$ cat src/rtl/fetch_pkg.sv
// Shared definitions for the fetch stage: 2-bit branch counter encodings,
// instruction size and the saturating counter update rule.
package fetch_pkg;

    typedef enum logic [1:0] {
        CNT_SNT = 2'd0,
        CNT_WNT = 2'd1,
        CNT_WT  = 2'd2,
        CNT_ST  = 2'd3
    } cnt_e;

    localparam cnt_e        CNT_RESET  = CNT_WNT;
    localparam logic [31:0] INST_BYTES = 32'd4;

    function automatic cnt_e cnt_update(input cnt_e cnt, input logic taken);
        if (taken) begin
            return (cnt == CNT_ST) ? CNT_ST : cnt_e'(cnt + 2'd1);
        end
        return (cnt == CNT_SNT) ? CNT_SNT : cnt_e'(cnt - 2'd1);
    endfunction

endpackage

$ cat src/rtl/bht_counter_array.sv
// Branch history table: array of saturating 2-bit counters with one
// combinational read port and one synchronous training port.
module bht_counter_array
    import fetch_pkg::*;
#(
    parameter  int ENTRIES = 64,
    localparam int IDX_W   = $clog2(ENTRIES)
) (
    input  logic             clk,
    input  logic             rst,
    input  logic [IDX_W-1:0] rd_idx_i,
    output logic [1:0]       rd_cnt_o,
    input  logic             wr_en_i,
    input  logic [IDX_W-1:0] wr_idx_i,
    input  logic             wr_taken_i
);

    cnt_e cnt_q [ENTRIES];

    // NOTE: sequential state uses non-blocking assignments only, so every
    // reader in the same edge sees the pre-edge value.
    always_ff @(posedge clk) begin
        if (rst) begin
            for (int i = 0; i < ENTRIES; i++) begin
                cnt_q[i] <= CNT_RESET;
            end
        end else if (wr_en_i) begin
            cnt_q[wr_idx_i] <= cnt_update(cnt_q[wr_idx_i], wr_taken_i);
        end
    end

    assign rd_cnt_o = cnt_q[rd_idx_i];

endmodule

$ cat src/rtl/fetch_predict_unit.sv
// Fetch front end: PC register with redirect/stall/predict next-PC selection.
// Define FETCH_BHT_EN to build the BHT + BTB predictor; otherwise static not-taken.
module fetch_predict_unit
    import fetch_pkg::*;
#(
    parameter logic [31:0] RESET_PC    = 32'h0000_0000,
    parameter int          BHT_ENTRIES = 64,
    parameter int          BTB_ENTRIES = 16
) (
    input  logic        clk,
    input  logic        rst,
    input  logic        stall,
    input  logic        ex_redirect,
    input  logic [31:0] ex_redirect_pc,
    input  logic        ex_br_valid,
    input  logic [31:0] ex_br_pc,
    input  logic        ex_br_taken,
    input  logic [31:0] ex_br_target,
    output logic [31:0] imem_addr,
    output logic [31:0] if_pc,
    output logic        if_predicted_bit,
    output logic [31:0] if_pred_target
);

    logic [31:0] pc_q;
    logic [31:0] pc_d;

`ifdef FETCH_BHT_EN
    localparam int BHT_IW = $clog2(BHT_ENTRIES);
    localparam int BTB_IW = $clog2(BTB_ENTRIES);
    localparam int TAG_W  = 32 - BTB_IW - 2;

    logic [1:0]        bht_cnt;
    logic              btb_wr;
    logic [BTB_IW-1:0] btb_rd_idx;
    logic [BTB_IW-1:0] btb_wr_idx;
    logic [TAG_W-1:0]  btb_rd_tag;
    logic [TAG_W-1:0]  btb_wr_tag;
    logic              unused_br;

    logic              btb_valid_q  [BTB_ENTRIES];
    logic [TAG_W-1:0]  btb_tag_q    [BTB_ENTRIES];
    logic [31:0]       btb_target_q [BTB_ENTRIES];

    bht_counter_array #(
        .ENTRIES (BHT_ENTRIES)
    ) u_bht (
        .clk        (clk),
        .rst        (rst),
        .rd_idx_i   (pc_q[BHT_IW+1:2]),
        .rd_cnt_o   (bht_cnt),
        .wr_en_i    (ex_br_valid),
        .wr_idx_i   (ex_br_pc[BHT_IW+1:2]),
        .wr_taken_i (ex_br_taken)
    );

    assign btb_rd_idx = pc_q[BTB_IW+1:2];
    assign btb_rd_tag = pc_q[31:BTB_IW+2];
    assign btb_wr_idx = ex_br_pc[BTB_IW+1:2];
    assign btb_wr_tag = ex_br_pc[31:BTB_IW+2];
    assign btb_wr     = ex_br_valid && ex_br_taken;
    assign unused_br  = ^ex_br_pc[1:0];

    always_ff @(posedge clk) begin
        if (rst) begin
            for (int i = 0; i < BTB_ENTRIES; i++) begin
                btb_valid_q[i] <= 1'b0;
            end
        end else if (btb_wr) begin
            btb_valid_q[btb_wr_idx] <= 1'b1;
        end
    end

    // NOTE: tag/target payload is deliberately not reset; the valid bit
    // alone decides whether an entry can produce a hit.
    always_ff @(posedge clk) begin
        if (btb_wr && !rst) begin
            btb_tag_q[btb_wr_idx]    <= btb_wr_tag;
            btb_target_q[btb_wr_idx] <= ex_br_target;
        end
    end

    assign if_predicted_bit = bht_cnt[1] && btb_valid_q[btb_rd_idx] &&
                              (btb_tag_q[btb_rd_idx] == btb_rd_tag);
    assign if_pred_target   = btb_target_q[btb_rd_idx];
`else
    logic unused_br;

    assign unused_br        = ^{ex_br_valid, ex_br_pc, ex_br_taken, ex_br_target};
    assign if_predicted_bit = 1'b0;
    assign if_pred_target   = 32'h0000_0000;
`endif

    // NOTE: pc_d gets a default before any branch so no path infers a latch.
    always_comb begin
        pc_d = pc_q + INST_BYTES;
        if (ex_redirect) begin
            pc_d = ex_redirect_pc;
        end else if (stall) begin
            pc_d = pc_q;
        end else if (if_predicted_bit) begin
            pc_d = if_pred_target;
        end
    end

    always_ff @(posedge clk) begin
        if (rst) begin
            pc_q <= RESET_PC;
        end else begin
            pc_q <= pc_d;
        end
    end

    assign if_pc     = pc_q;
    assign imem_addr = pc_q;

endmodule

$ cat config.mk
export PLATFORM = sky130hd
export DESIGN_NAME = fetch_predict_unit
export DESIGN_NICKNAME = d
export VERILOG_FILES = /design/src/rtl/fetch_pkg.sv /design/src/rtl/bht_counter_array.sv /design/src/rtl/fetch_predict_unit.sv
export SDC_FILE = /design/constraint.sdc
export NUM_CORES = 1
export LEC_CHECK = 0
export ABC_AREA = 1
export CAP_MARGIN = 20
export CORE_MARGIN = 5
export CORE_UTILIZATION = 35
export CTS_CLUSTER_DIAMETER = 100
export DETAILED_ROUTE_END_ITERATION = 10
export GPL_TIMING_DRIVEN = 1
export PLACE_DENSITY_LB_ADDON = 0.2
export REMOVE_ABC_BUFFERS = 1
export SLEW_MARGIN = 20
export SYNTH_ARGS = -nofsm -noshare
export SYNTH_HDL_FRONTEND = slang
export SYNTH_SLANG_ARGS = --single-unit
$ cat constraint.sdc
create_clock -name clk -period 1.5 [get_ports clk]
set_input_delay 0.15 -clock clk [delete_from_list [all_inputs] [get_ports clk]]
set_output_delay 0.15 -clock clk [all_outputs]
set_load 0.05 [all_outputs]
==> metrics.txt, run 1 <==
# TYPE chip_impl_metric gauge
chip_impl_info{name="worst_path_dominant_cell_family",value="simple AND/OR/NAND/NOR gates"} 1
chip_impl_metric{name="maxCapViolCount",unit=""} 0
chip_impl_metric{name="ys_ff_latch",unit=""} 32
chip_impl_metric{name="skew",unit="ps"} 5.97
chip_impl_metric{name="die_w",unit="um"} 98.9
chip_impl_metric{name="gpl.final_weighted_congestion",unit=""} 0.838
chip_impl_metric{name="hold_viol_final",unit=""} 0
chip_impl_metric{name="total_wire_length_after_detailed_routing",unit="um"} 8550
chip_impl_info{name="worstSetupPathType",value="flip-flop to flip-flop"} 1
chip_impl_metric{name="area.growth.synth_to_final",unit="%"} 59.7
chip_impl_metric{name="post_route_cells_drive_above_1_share",unit=""} 0.288
chip_impl_metric{name="clkLatencyLatePin",unit="ps"} 300
chip_impl_metric{name="global_route_wire_length_before_repair",unit="um"} 13800
chip_impl_metric{name="globalRouteTotalUtil",unit=""} 0.170
chip_impl_info{name="hp-class",value="input port to flip-flop"} 1
chip_impl_metric{name="clock_sinks",unit=""} 32
chip_impl_metric{name="drt_pass1_iterations",unit=""} 4
chip_impl_metric{name="antenna_cells",unit=""} 0
chip_impl_metric{name="remaining_drc_errors",unit=""} 0
chip_impl_metric{name="post_synthesis_average_cell_area",unit="sq um"} 6.30
chip_impl_info{name="startpoint_types",value="flip-flop"} 1
chip_impl_metric{name="crit_buf_inv",unit=""} 0
chip_impl_info{name="status",value="finished clean"} 1
chip_impl_info{name="cp_cell_sequence",value="ha_4, nand2_4, nor2_4, nand2_4, nor2_4, nand2_1, nand2_1, nand3_2, a21oi_2"} 1
chip_impl_metric{name="crit_arrival",unit="ps"} 1680
chip_impl_metric{name="placement_rows",unit=""} 32
chip_impl_metric{name="initial_utilization",unit=""} 0.358
chip_impl_info{name="cts_root_buffer",value="sky130_fd_sc_hd__clkbuf_8"} 1
chip_impl_metric{name="m1WireLength",unit="um"} 3770
chip_impl_metric{name="power.static_leakage",unit="nW"} 1.88
chip_impl_info{name="synth.top_cells.by_area",value="sky130_fd_sc_hd__dfxtp_1 23%, sky130_fd_sc_hd__buf_4 18%, sky130_fd_sc_hd__nand2_1 15%"} 1
chip_impl_metric{name="ys_async_sr_fraction",unit=""} 0
chip_impl_metric{name="max_clock_freq",unit="MHz"} 688
chip_impl_metric{name="synth.cell_area",unit="sq mm"} 0.00276
chip_impl_metric{name="design.die.area",unit="sq mm"} 0.00977
chip_impl_info{name="synth_top_area_cell",value="sky130_fd_sc_hd__dfxtp_1"} 1
chip_impl_metric{name="via_count_of_the_first_global_routing_pass",unit=""} 2961
chip_impl_metric{name="ioPinCount",unit=""} 199
chip_impl_metric{name="routedWlPerCell",unit="um"} 13.2
chip_impl_metric{name="detailroute.wirelength.met2",unit="um"} 4010
chip_impl_metric{name="cts_buffers",unit=""} 5
chip_impl_metric{name="design.core.area",unit="sq mm"} 0.00773
chip_impl_metric{name="number_of_nets_still_failing_antenna_checks_after_routing",unit=""} 0
chip_impl_metric{name="critical_path.max_stage_delay",unit="ps"} 360
chip_impl_metric{name="via_per_inst",unit=""} 4.58
chip_impl_metric{name="synth.yosys.warnings",unit=""} 0
chip_impl_metric{name="worstPathMaxFanout",unit=""} 6
chip_impl_info{name="crit_path_top_delay_cell",value="sky130_fd_sc_hd__dfxtp_2"} 1
chip_impl_info{name="rsz0062_at_grt",value="yes"} 1
chip_impl_metric{name="power.density_cell_area",unit="mW/mm^2"} 688
chip_impl_metric{name="route.vias.total",unit=""} 2967
chip_impl_info{name="top_signal_layer_used",value="met4"} 1
chip_impl_metric{name="synth_top_cell_area_share",unit=""} 0.232
chip_impl_metric{name="detailroute.wirelength.met3",unit="um"} 661
chip_impl_metric{name="slew_violations",unit=""} 0
chip_impl_metric{name="htreeDepth",unit=""} 2
chip_impl_metric{name="path_clk_slew",unit="ps"} 70
chip_impl_metric{name="synth_edf_count",unit=""} 0
chip_impl_metric{name="detail_route.iter0.violations",unit=""} 156
chip_impl_metric{name="die-height",unit="um"} 98.9
chip_impl_metric{name="place_hpwl",unit="um"} 6940
chip_impl_metric{name="design_power_total",unit="mW"} 3.04
chip_impl_metric{name="min_period",unit="ps"} 1450
chip_impl_info{name="critPathCaptureType",value="flip-flop"} 1
chip_impl_metric{name="setup_violations",unit=""} 0
chip_impl_metric{name="pin_count_of_the_biggest_net_entering_global_routing",unit=""} 20
chip_impl_metric{name="worst_ir_drop_vdd",unit="mV"} 0.367
chip_impl_metric{name="synth_sequential_area_ratio",unit=""} 0.232
chip_impl_metric{name="holdBufCountCts",unit=""} 0
chip_impl_metric{name="port_buffers",unit=""} 99
chip_impl_metric{name="total_congestion_overflow",unit=""} 0
chip_impl_metric{name="synth.distinct_cells",unit=""} 29
chip_impl_metric{name="cts_max_path_buffers",unit=""} 2
chip_impl_metric{name="required_arrival_time_at_the_worst_endpoint",unit="ps"} 1730
chip_impl_info{name="cts_tree",value="done"} 1
chip_impl_info{name="synth_ff_type",value="sky130_fd_sc_hd__dfxtp_1"} 1
chip_impl_metric{name="finish.net_count",unit=""} 649
chip_impl_metric{name="fin_crit_sh",unit=""} 0.970
chip_impl_metric{name="antenna_found_initial",unit=""} 0
chip_impl_metric{name="largest_reg_flops",unit=""} 32
chip_impl_metric{name="post_synth_inst_count",unit=""} 439
chip_impl_metric{name="utilization",unit=""} 0.571
[cell usage in the layout (no fill, tap or decap), types with 5 or more instances in the layout]
cell type | Yosys | final
sky130_fd_sc_hd__nand2_1 | 109 | 107
sky130_fd_sc_hd__buf_4 | 66 | 54
sky130_fd_sc_hd__buf_12 | 0 | 53
sky130_fd_sc_hd__inv_1 | 52 | 52
sky130_fd_sc_hd__clkdlybuf4s50_1 | 0 | 35
sky130_fd_sc_hd__nand3_1 | 36 | 34
sky130_fd_sc_hd__conb_1 | 1 | 33
sky130_fd_sc_hd__nor2_1 | 31 | 29
sky130_fd_sc_hd__dfxtp_1 | 32 | 27
sky130_fd_sc_hd__o21ai_0 | 25 | 25
sky130_fd_sc_hd__a21oi_1 | 23 | 21
sky130_fd_sc_hd__nor2_4 | 11 | 12
sky130_fd_sc_hd__nand2_2 | 7 | 8
sky130_fd_sc_hd__nor2_2 | 6 | 7
sky130_fd_sc_hd__o21ai_1 | 7 | 7
sky130_fd_sc_hd__a31oi_1 | 5 | 5
sky130_fd_sc_hd__clkbuf_8 | 0 | 5
sky130_fd_sc_hd__dfxtp_2 | 0 | 5
[through the flow]
| stage | setup TNS [ps] | cell area, sq um | worst slack (ps) | cells | hold WS (ps) |
|---|---|---|---|---|---|
| 2_1_floorplan | -15180 | 2320 | -670 | 396 | 219 |
| 3_3_place_gp | -2870 | 4250 | -144 | 638 | 532 |
| 3_5_place_dp | -2410 | 4250 | -115 | 638 | 544 |
| 4_1_cts | 0 | 4330 | 31.4 | 645 | 423 |
| 5_1_grt | -139 | 4410 | -54.3 | 648 | 448 |
| 6_report | 0 | 4410 | 45.7 | 648 | 422 |
[kinds of logic after synthesis]
kind of cell	count (synthesis)	synth area share
buf+inv	130	0.277
fa+ha+maj	1	0.00453
xor+xnor	6	0.0190
simple gates	207	0.349
flops	32	0.232
other cells	1	0.00136
compound gates	62	0.116
[path summary, 6_finish.rpt]
path                 startpoint         to  slack, ps  cells after the start
max                    if_pc[3]  if_pc[30]         50                      9
min          ex_redirect_pc[11]  if_pc[11]        420                      3
max reg2reg            if_pc[3]  if_pc[30]         50                      9
min reg2reg            if_pc[1]   if_pc[1]        570                      2
[power breakdown]
| part | total (mW) | internal [mW] | switching [mW] |
|---|---|---|---|
| registers | 0.960 | 0.905 | 0.0552 |
| clock network | 0.658 | 0.315 | 0.342 |
| logic | 1.42 | 0.566 | 0.853 |
[cell usage after synthesis, types with 4 or more instances]
library cell,n
sky130_fd_sc_hd__o21ai_0,25
sky130_fd_sc_hd__o21ai_1,7
sky130_fd_sc_hd__nand3_1,36
sky130_fd_sc_hd__nor2_2,6
sky130_fd_sc_hd__inv_1,52
sky130_fd_sc_hd__nand2_2,7
sky130_fd_sc_hd__nor2_1,31
sky130_fd_sc_hd__buf_6,4
sky130_fd_sc_hd__a31oi_1,5
sky130_fd_sc_hd__nor2_4,11
sky130_fd_sc_hd__a21oi_1,23
sky130_fd_sc_hd__nand2_1,109
sky130_fd_sc_hd__dfxtp_1,32
sky130_fd_sc_hd__buf_4,66
[worst register-to-register path: cells and delay by family (launching register included)]
kind                       cells  cell delay, ps
DFF                            1             360
AOI/OAI and AO/OA              1             140
and+or+nand+nor                7             730
adders and majority gates      1             150
[area by class of cell]
cell class	count	area, sq um
fill	714	3310
inverter	55	206
clock buffer	6	72.6
sequential	32	647
clock inverter	1	5.00
multi-input combinational	309	1530
tap	102	128
timing repair buffer	143	1830
[layer usage]
layer	GRT usage	vias to the layer above
met5	0	-
li1	-	1488
met2	0.293	120
met4	0.0399	0
met1	0.210	1346
met3	0.0453	13
[timing repair]
action,in CTS,in global routing
resized for setup,0,18
setup buffers,0,3
setup endpoints to repair,0,12
No activity file was read; power rests on OpenSTA's default activity.
==> inputs of run 2 (changes only) <==
--- a/config.mk
+++ b/config.mk
@@ -8,10 +8,12 @@
 export ABC_AREA = 1
 export CAP_MARGIN = 20
 export CORE_MARGIN = 5
-export CORE_UTILIZATION = 35
+export CORE_UTILIZATION = 38
 export CTS_CLUSTER_DIAMETER = 100
 export DETAILED_ROUTE_END_ITERATION = 10
+export GPL_ROUTABILITY_DRIVEN = 0
 export GPL_TIMING_DRIVEN = 1
+export MAX_ROUTING_LAYER = met4
 export PLACE_DENSITY_LB_ADDON = 0.2
 export REMOVE_ABC_BUFFERS = 1
 export SLEW_MARGIN = 20
==> constraint.sdc (replaced) <==
create_clock -name clk -period 1.8 [get_ports clk]
set_input_delay 0.18 -clock clk [delete_from_list [all_inputs] [get_ports clk]]
set_output_delay 0.18 -clock clk [all_outputs]
set_load 0.05 [all_outputs]
==> metrics.txt, run 2 (synthesis results as in run 1) <==
# TYPE chip_impl_metric gauge
chip_impl_metric{name="power.combinational.fraction",unit=""} 0.379
chip_impl_metric{name="maxCapViolCount",unit=""} 0
chip_impl_metric{name="die-height",unit="um"} 95.3
chip_impl_metric{name="design.die.area",unit="sq mm"} 0.00908
chip_impl_metric{name="placement_rows",unit=""} 31
chip_impl_metric{name="design.core.area",unit="sq mm"} 0.00718
chip_impl_metric{name="switching_power",unit="mW"} 1.00
chip_impl_metric{name="die_w",unit="um"} 95.3
chip_impl_metric{name="area.growth.synth_to_final",unit="%"} 27.8
chip_impl_metric{name="total_congestion_overflow",unit=""} 0
chip_impl_metric{name="timing_worst_slew_pin_value",unit="ps"} 524
chip_impl_info{name="startpoint_types",value="flip-flop"} 1
chip_impl_metric{name="clkLatencyLatePin",unit="ps"} 300
chip_impl_metric{name="internal-power",unit="mW"} 1.31
chip_impl_info{name="critPathCaptureType",value="output port"} 1
chip_impl_metric{name="post-route-cell-area",unit="sq mm"} 0.00353
chip_impl_metric{name="finish.net_count",unit=""} 613
chip_impl_info{name="worstSetupPathType",value="flip-flop to output port"} 1
chip_impl_metric{name="path_clk_slew",unit="ps"} 80
chip_impl_metric{name="sw_share",unit=""} 0.433
chip_impl_metric{name="ioPinCount",unit=""} 199
chip_impl_metric{name="hold_viol_final",unit=""} 0
chip_impl_info{name="final_cell_mix",value="109 x sky130_fd_sc_hd__nand2_1, 57 x sky130_fd_sc_hd__clkdlybuf4s50_1, 52 x sky130_fd_sc_hd__inv_1"} 1
chip_impl_metric{name="min_period",unit="ps"} 1760
chip_impl_metric{name="drt_pass1_iterations",unit=""} 4
chip_impl_metric{name="fin_worst_hold_slack",unit="ps"} 460
chip_impl_metric{name="antenna_cells",unit=""} 0
chip_impl_metric{name="seq_power_share",unit=""} 0.354
chip_impl_info{name="status",value="finished clean"} 1
chip_impl_metric{name="crit_arrival",unit="ps"} 1580
chip_impl_metric{name="max_clock_freq",unit="MHz"} 569
chip_impl_metric{name="cts_max_path_buffers",unit=""} 2
chip_impl_metric{name="place_ws",unit="ps"} -4.79
chip_impl_metric{name="number_of_nets_still_failing_antenna_checks_after_routing",unit=""} 0
chip_impl_info{name="crit_path_top_delay_cell",value="sky130_fd_sc_hd__clkdlybuf4s50_1"} 1
chip_impl_metric{name="clkPwrFrac",unit=""} 0.267
chip_impl_metric{name="slew_violations",unit=""} 0
chip_impl_metric{name="power.static_leakage",unit="nW"} 1.61
chip_impl_info{name="worst_path_dominant_cell_family",value="buffers and inverters"} 1
chip_impl_metric{name="route.vias.total",unit=""} 2741
chip_impl_metric{name="port_buffers",unit=""} 99
chip_impl_metric{name="cts_buffers",unit=""} 5
chip_impl_metric{name="timing.final.ws_setup",unit="ps"} 41.1
chip_impl_metric{name="setup_violations",unit=""} 0
chip_impl_info{name="cts_root_buffer",value="sky130_fd_sc_hd__clkbuf_8"} 1
chip_impl_metric{name="routedWlPerCell",unit="um"} 12.4
chip_impl_metric{name="largest_reg_flops",unit=""} 32
chip_impl_metric{name="crit_buf_inv",unit=""} 1
chip_impl_metric{name="detail_route.iter0.violations",unit=""} 88
chip_impl_info{name="cts_tree",value="done"} 1
chip_impl_metric{name="antenna_found_initial",unit=""} 0
chip_impl_metric{name="postCtsSetupRepairBufs",unit=""} 0
chip_impl_metric{name="fin_crit_sh",unit=""} 0.977
chip_impl_metric{name="fill_cells",unit=""} 747
chip_impl_info{name="rsz0062_at_grt",value="no"} 1
chip_impl_metric{name="relSlewSlack",unit=""} 0.650
chip_impl_info{name="cp_cell_sequence",value="clkdlybuf4s50_1"} 1
chip_impl_metric{name="total_wire_length_after_detailed_routing",unit="um"} 7590
chip_impl_metric{name="worst_ir_drop_vdd",unit="mV"} 0.338
chip_impl_info{name="hp-class",value="input port to flip-flop"} 1
chip_impl_metric{name="clock_sinks",unit=""} 32
chip_impl_metric{name="via_per_inst",unit=""} 4.49
chip_impl_metric{name="pin_count_of_the_biggest_net_entering_global_routing",unit=""} 21
chip_impl_metric{name="critical_path.max_stage_delay",unit="ps"} 850
chip_impl_metric{name="place_hpwl",unit="um"} 5990
chip_impl_metric{name="via_count_of_the_first_global_routing_pass",unit=""} 2689
chip_impl_metric{name="worstPathMaxFanout",unit=""} 6
chip_impl_metric{name="skew",unit="ps"} 8.18
chip_impl_metric{name="power.density_cell_area",unit="mW/mm^2"} 655
chip_impl_metric{name="global_route_wire_length_before_repair",unit="um"} 12100
chip_impl_metric{name="htreeDepth",unit=""} 2
chip_impl_metric{name="placedInstanceArea",unit="sq mm"} 0.00342
chip_impl_metric{name="post_route_cells_drive_above_1_share",unit=""} 0.153
chip_impl_metric{name="initial_utilization",unit=""} 0.385
chip_impl_metric{name="remaining_drc_errors",unit=""} 0
chip_impl_metric{name="required_arrival_time_at_the_worst_endpoint",unit="ps"} 1620
chip_impl_metric{name="total_negative_slack",unit="ps"} 0
chip_impl_info{name="layout_commonest_cell",value="sky130_fd_sc_hd__nand2_1"} 1
chip_impl_metric{name="globalRouteTotalUtil",unit=""} 0.174
run 2: metrics by stage:
stage,util,power (mW),cells
CTS,0.489,2.33,610
finish,0.492,2.31,610
detailed placement,0.476,1.71,602
floorplan,-,1.41,396
global route,0.492,2.41,610
global placement,0.476,1.71,602
run 2: repair_timing:
item	4_1_cts	5_1_grt
resized for setup	0	9
hold buffers	0	0
endpoints found under the setup margin	0	10
run 2: power groups by stage:
stage / registers (mW) / clock network [mW] / logic (mW)
final: 0.820 / 0.617 / 0.877
after global routing: 0.831 / 0.653 / 0.924
after CTS: 0.821 / 0.628 / 0.880
after detailed placement: 0.837 / 0 / 0.877
after global placement: 0.835 / 0 / 0.873
after floorplan: 1.12 / 0 / 0.281
run 2: area by class of cell:
type                       instances  area (sq um)  area share
multi-input combinational        309          1480       0.418
timing repair buffer             107           991       0.281
sequential                        32           641       0.181
inverter                          55           206      0.0585
tap                               99           124      0.0351
clock buffer                       6          82.6      0.0234
clock inverter                     2          10.0     0.00283
run 2: final timing paths:
| check | from | to | slack [ps] | cells past startpoint |
|---|---|---|---|---|
| max | if_pc[18] | imem_addr[18] | 40 | 1 |
| min | ex_redirect_pc[7] | if_pc[7] | 460 | 3 |
| max reg2reg | if_pc[3] | if_pc[26] | 210 | 9 |
| min reg2reg | if_pc[6] | if_pc[6] | 560 | 2 |
run 2: per-layer routing:
layer / routed length [um] / track usage
met4: 67 / 0.0553
met3: 676 / 0.0331
met1: 3360 / 0.210
met2: 3490 / 0.293
met5: 0 / -
